--- src/rtl/udc_pkg.sv ---
// rtl/udc_pkg.sv - shared constants and helpers for the up/down counter
package udc_pkg;

    localparam logic DIR_UP    = 1'b1;
    localparam logic DIR_DOWN  = 1'b0;
    localparam logic MODE_WRAP = 1'b0;
    localparam logic MODE_SAT  = 1'b1;

    // Bits needed to hold 0..v-1; v is at least 2 for every caller.
    function automatic int unsigned udc_clog2(input int unsigned v);
        int unsigned r;
        r = 0;
        for (int unsigned x = v - 1; x > 0; x = x >> 1) begin
            r++;
        end
        return r;
    endfunction

endpackage

--- src/rtl/udc_prescaler.sv ---
// rtl/udc_prescaler.sv - step qualifier: one tick every PRESCALE enabled cycles
module udc_prescaler
    import udc_pkg::*;
#(
    parameter int unsigned PRESCALE = 4
) (
    input  logic clk,
    input  logic reset,
    input  logic en,
    input  logic clr,
    output logic tick
);

    localparam int unsigned     PW   = udc_clog2(PRESCALE);
    localparam logic [PW-1:0]   LAST = PW'(PRESCALE - 1);

    logic [PW-1:0] cnt_q;
    logic [PW-1:0] cnt_d;

    always_comb begin
        cnt_d = cnt_q;
        if (clr) begin
            cnt_d = '0;
        end else if (en) begin
            cnt_d = (cnt_q == LAST) ? '0 : cnt_q + PW'(1);
        end
    end

    always_ff @(posedge clk or posedge reset) begin
        if (reset) begin
            cnt_q <= '0;
        end else begin
            cnt_q <= cnt_d;
        end
    end

    assign tick = en & ~clr & (cnt_q == LAST);

endmodule

--- src/rtl/updown_counter_mod.sv ---
// rtl/updown_counter_mod.sv - parametrised up/down counter with limit, load, wrap/saturate and event flags
// Optional prescaler compiled in with UDC_PRESCALE_EN.
module updown_counter_mod
    import udc_pkg::*;
#(
    parameter int unsigned WIDTH     = 8,
    parameter int unsigned RESET_VAL = 0,
    parameter int unsigned PRESCALE  = 4
) (
    input  logic             clk,
    input  logic             reset,
    input  logic             en,
    input  logic             UP_DOWN,
    input  logic             load,
    input  logic [WIDTH-1:0] load_val,
    input  logic [WIDTH-1:0] limit,
    input  logic             sat_mode,
    output logic [WIDTH-1:0] count,
    output logic             ovf,
    output logic             unf,
    output logic             evt_sticky
);

    logic [WIDTH-1:0] count_q, count_d;
    logic             ovf_q, ovf_d;
    logic             unf_q, unf_d;
    logic             sticky_q, sticky_d;
    logic             step;

`ifdef UDC_PRESCALE_EN
    logic tick;

    udc_prescaler #(
        .PRESCALE (PRESCALE)
    ) u_prescaler (
        .clk   (clk),
        .reset (reset),
        .en    (en),
        .clr   (load),
        .tick  (tick)
    );

    assign step = en & ~load & tick;
`else
    logic unused_prescale;
    assign unused_prescale = ^PRESCALE;
    assign step = en & ~load;
`endif

    always_comb begin
        count_d  = count_q;
        ovf_d    = 1'b0;
        unf_d    = 1'b0;
        sticky_d = sticky_q;
        if (load) begin
            count_d  = (load_val > limit) ? limit : load_val;
            sticky_d = 1'b0;
        end else if (step) begin
            // A lowered limit pulls an out-of-range count back silently on its next step.
            if (count_q > limit) begin
                count_d = limit;
            end else if (UP_DOWN == DIR_UP) begin
                if (count_q == limit) begin
                    ovf_d   = 1'b1;
                    count_d = (sat_mode == MODE_SAT) ? limit : '0;
                end else begin
                    count_d = count_q + WIDTH'(1);
                end
            end else begin
                if (count_q == '0) begin
                    unf_d   = 1'b1;
                    count_d = (sat_mode == MODE_SAT) ? '0 : limit;
                end else begin
                    count_d = count_q - WIDTH'(1);
                end
            end
            sticky_d = sticky_q | ovf_d | unf_d;
        end
    end

    always_ff @(posedge clk or posedge reset) begin
        if (reset) begin
            count_q  <= WIDTH'(RESET_VAL);
            ovf_q    <= 1'b0;
            unf_q    <= 1'b0;
            sticky_q <= 1'b0;
        end else begin
            count_q  <= count_d;
            ovf_q    <= ovf_d;
            unf_q    <= unf_d;
            sticky_q <= sticky_d;
        end
    end

    assign count      = count_q;
    assign ovf        = ovf_q;
    assign unf        = unf_q;
    assign evt_sticky = sticky_q;

endmodule
--- config.mk ---
export PLATFORM = sky130hd
export DESIGN_NAME = updown_counter_mod
export DESIGN_NICKNAME = d
export VERILOG_FILES = /design/src/rtl/udc_pkg.sv /design/src/rtl/udc_prescaler.sv /design/src/rtl/updown_counter_mod.sv
export SDC_FILE = /design/constraint.sdc
export NUM_CORES = 1
export LEC_CHECK = 0
export BUFFER_PORTS_ARGS = -buffer_cell sky130_fd_sc_hd__buf_2
export CAP_MARGIN = 20
export CORE_ASPECT_RATIO = 1.25
export CORE_MARGIN = 1
export CORE_UTILIZATION = 50
export CTS_CLUSTER_DIAMETER = 50
export DETAILED_ROUTE_END_ITERATION = 16
export HOLD_SLACK_MARGIN = 0.06
export PLACE_DENSITY = 0.81
export SLEW_MARGIN = 20
export SYNTH_ARGS = -nofsm -noshare
export SYNTH_HDL_FRONTEND = slang
export SYNTH_SLANG_ARGS = --single-unit
export TNS_END_PERCENT = 1
--- constraint.sdc ---
create_clock -name clk -period 2.2 [get_ports clk]
set_input_delay 0.11 -clock clk [delete_from_list [all_inputs] [get_ports clk]]
set_output_delay 0.11 -clock clk [all_outputs]
set_load 0.01 [all_outputs]
==> results.ini <==
[global_route]
grt_pass1_wl_mm=9.40
grt-ovfl-total=0
grt.total_usage=0.377
grt_pass1_vias=2032
antenna_found_initial=0
grt_max_degree=19

[finish]
regArea_sq_um=278
multi_input_area_sq_mm=0.00136
fin_nets=315
antennaDiodeCount=0
layout-drive-gt1-share=0.421
final_cell_area_sq_mm=0.00231
area_growth_pct=45.8
nFillCells=200

[logic_synthesis]
ys_async_sr_fraction=1.00
synth-seq-cells=11
yosysMostFrequentCell=ha_1
synth_flop_cell=dfrtp_1
synth_seq_area_share=0.174
synth_area_leaders=dfrtp_1, ha_1, nor2_1, mux2i_1, inv_1
syn_avg_cell_area_sq_um=7.81
synthCells=203
synth_edf_count=0
yosys_warnings=0
ys_types=54
synth_nets=244
synth.top_cell.area_share=0.174
synth_area_sq_mm=0.00159
post-synth-top-area-cell=dfrtp_1
synth_commonest_cells=ha_1, nor2_1, inv_1

[sta]
rsz0062_at_grt=true
drv_slew=0
setup-tns-final_ps=-421
min_period_ps=2300
setup_violations=8
hold_viol_final=0
finClkSkew_ps=1.33
fin_crit_sh=1.04
tightest_slew_ps=481
fmax_ghz=0.435
worst_slack_ps=-98.8
max-slew-margin-rel=0.678

[placement]
dp_slack_ps=-81.2
place_congestion=0.927
io_buffers=32
placed_cell_area_sq_mm=0.00203
hpwl_mm=4.21

[setup_path]
critPathMaxFanout=4
startpoint=count[3]
path_cells=ha_4, nand4_1, o21a_1, a221o_1, a22oi_2, nor2_1, a2111o_1
worstPathRequired_ps=2370
r2r-start=count[3]
startpoint_type=register
critical_path.max_stage_delay_ps=490
endpoint_kind=register
critPathKind=register to register
arrival_ps=2470
r2r_slack_ps=-100
critPathSlowestCell=dfrtp_1

[floorplan]
die_h_microns=65.0
die_w_microns=52.4
fp.dieArea_sq_mm=0.00340
rows=22
num_io_pins=33
start_util=0.533
coreArea_sq_mm=0.00297

[drt]
vias=2071
wl_mm=6.28
wl_per_cell_microns=20.3
drc=0
drtPass1Iterations=5
vias_per_cell=6.70
ant_nets=0
drt_iter0_markers=182

[cts]
numClockSinks=11
path_clk_slew_ps=80
clk_latency_ps=290
htree_levels=1
numCtsBuffers=3
cts_tree=built
cts_buffer_depth=2
root_buffer=clkbuf_4

[pwr]
total_power_uw=1510
p_per_area_mw_per_mm2=652
p_leak_uw=0.00108
ir_drop_uv=504

[worst_hold_path]
worst_hold_path_type=input pin to register
holdCritStartpoint=load_val[2]

[run]
maxCapViolCount=0

[status]
status=finished with violations
violations=setup timing

[where the power goes]
| group | leakage, uW | internal (uW) | switching [uW] | total, uW |
|---|---|---|---|---|
| clock | 0.0000150 | 70.7 | 84.7 | 155 |
| sequential | 0.000136 | 236 | 54.5 | 291 |
| combinational | 0.000926 | 513 | 548 | 1060 |
| total | 0.00108 | 819 | 687 | 1510 |
[cells by family after synthesis]
| kind of cell | Yosys count | synth area share |
|---|---|---|
| compound gates | 60 | 0.287 |
| flops | 11 | 0.174 |
| fa+ha+maj | 19 | 0.150 |
| xor+xnor | 2 | 0.0111 |
| mux | 8 | 0.0521 |
| buf+inv | 29 | 0.0789 |
| simple gates | 74 | 0.248 |
[metal layers]
layer,up-vias,wire length [microns],global-route usage
met3,43,449,0.0516
met5,-,0,0
met4,0,366,0.214
met2,141,3050,0.628
li1,911,-,-
met1,976,2410,0.447
[timing repair]
| action | CTS | global route |
|---|---|---|
| hold buffers | 1 | 0 |
| gates resized for setup | 21 | 12 |
| hold endpoints to repair | 11 | 0 |
| buffers inserted | 8 | 0 |
| pin swaps | 12 | 11 |
| endpoints found under the setup margin | 7 | 8 |
[layout by cell type, fill, tap and decap left out, types with 5 or more instances in the layout]
cell type   n
a21oi_1     8
buf_2      32
buf_4      42
dfrtp_1     9
ha_1       12
ha_4        7
inv_1      14
mux2i_1     6
nand2_1    13
nand3_1     5
nand4_1     7
nor2_1     16
nor3_1      5
[sequential cells by signal (all words and copies together) (netlist names)]
signal and count:
ovf 1, count 8, unf 1, evt_sticky 1
[critical path, delay by kind of cell (launching register included)]
kind	cells	cell delay, ps
AND/OR/NAND/NOR	2	230
adder cells (fa/ha/maj)	1	340
flip-flops	1	490
AO/OA/AOI/OAI	4	1110
[worst paths after layout]
check,depth (start not counted),to
min in group asynchronous,3,evt_sticky
worst max-delay path,7,count[3]
worst min-delay path,2,count[2]
max in group asynchronous,3,count[0]
worst max register to register,7,count[3]
worst min register to register,2,evt_sticky
[final cells by class]
type | instances | share of cell area
clock buffer | 4 | 0.0114
inverter | 16 | 0.0292
multi-input combinational | 163 | 0.590
sequential | 11 | 0.120
tap | 36 | 0.0195
timing repair buffer | 79 | 0.230
[through the flow]
| step | hold slack (ps) | utilization | std cells |
|---|---|---|---|
| 2_1_floorplan | -37.6 | - | 203 |
| 3_3_place_gp | 127 | 0.683 | 296 |
| 3_5_place_dp | 141 | 0.683 | 296 |
| 4_1_cts | 75.2 | 0.751 | 309 |
| 5_1_grt | 66.5 | 0.777 | 309 |
| 6_report | 69.0 | 0.777 | 309 |
No activity file was read; power rests on OpenSTA's default activity.
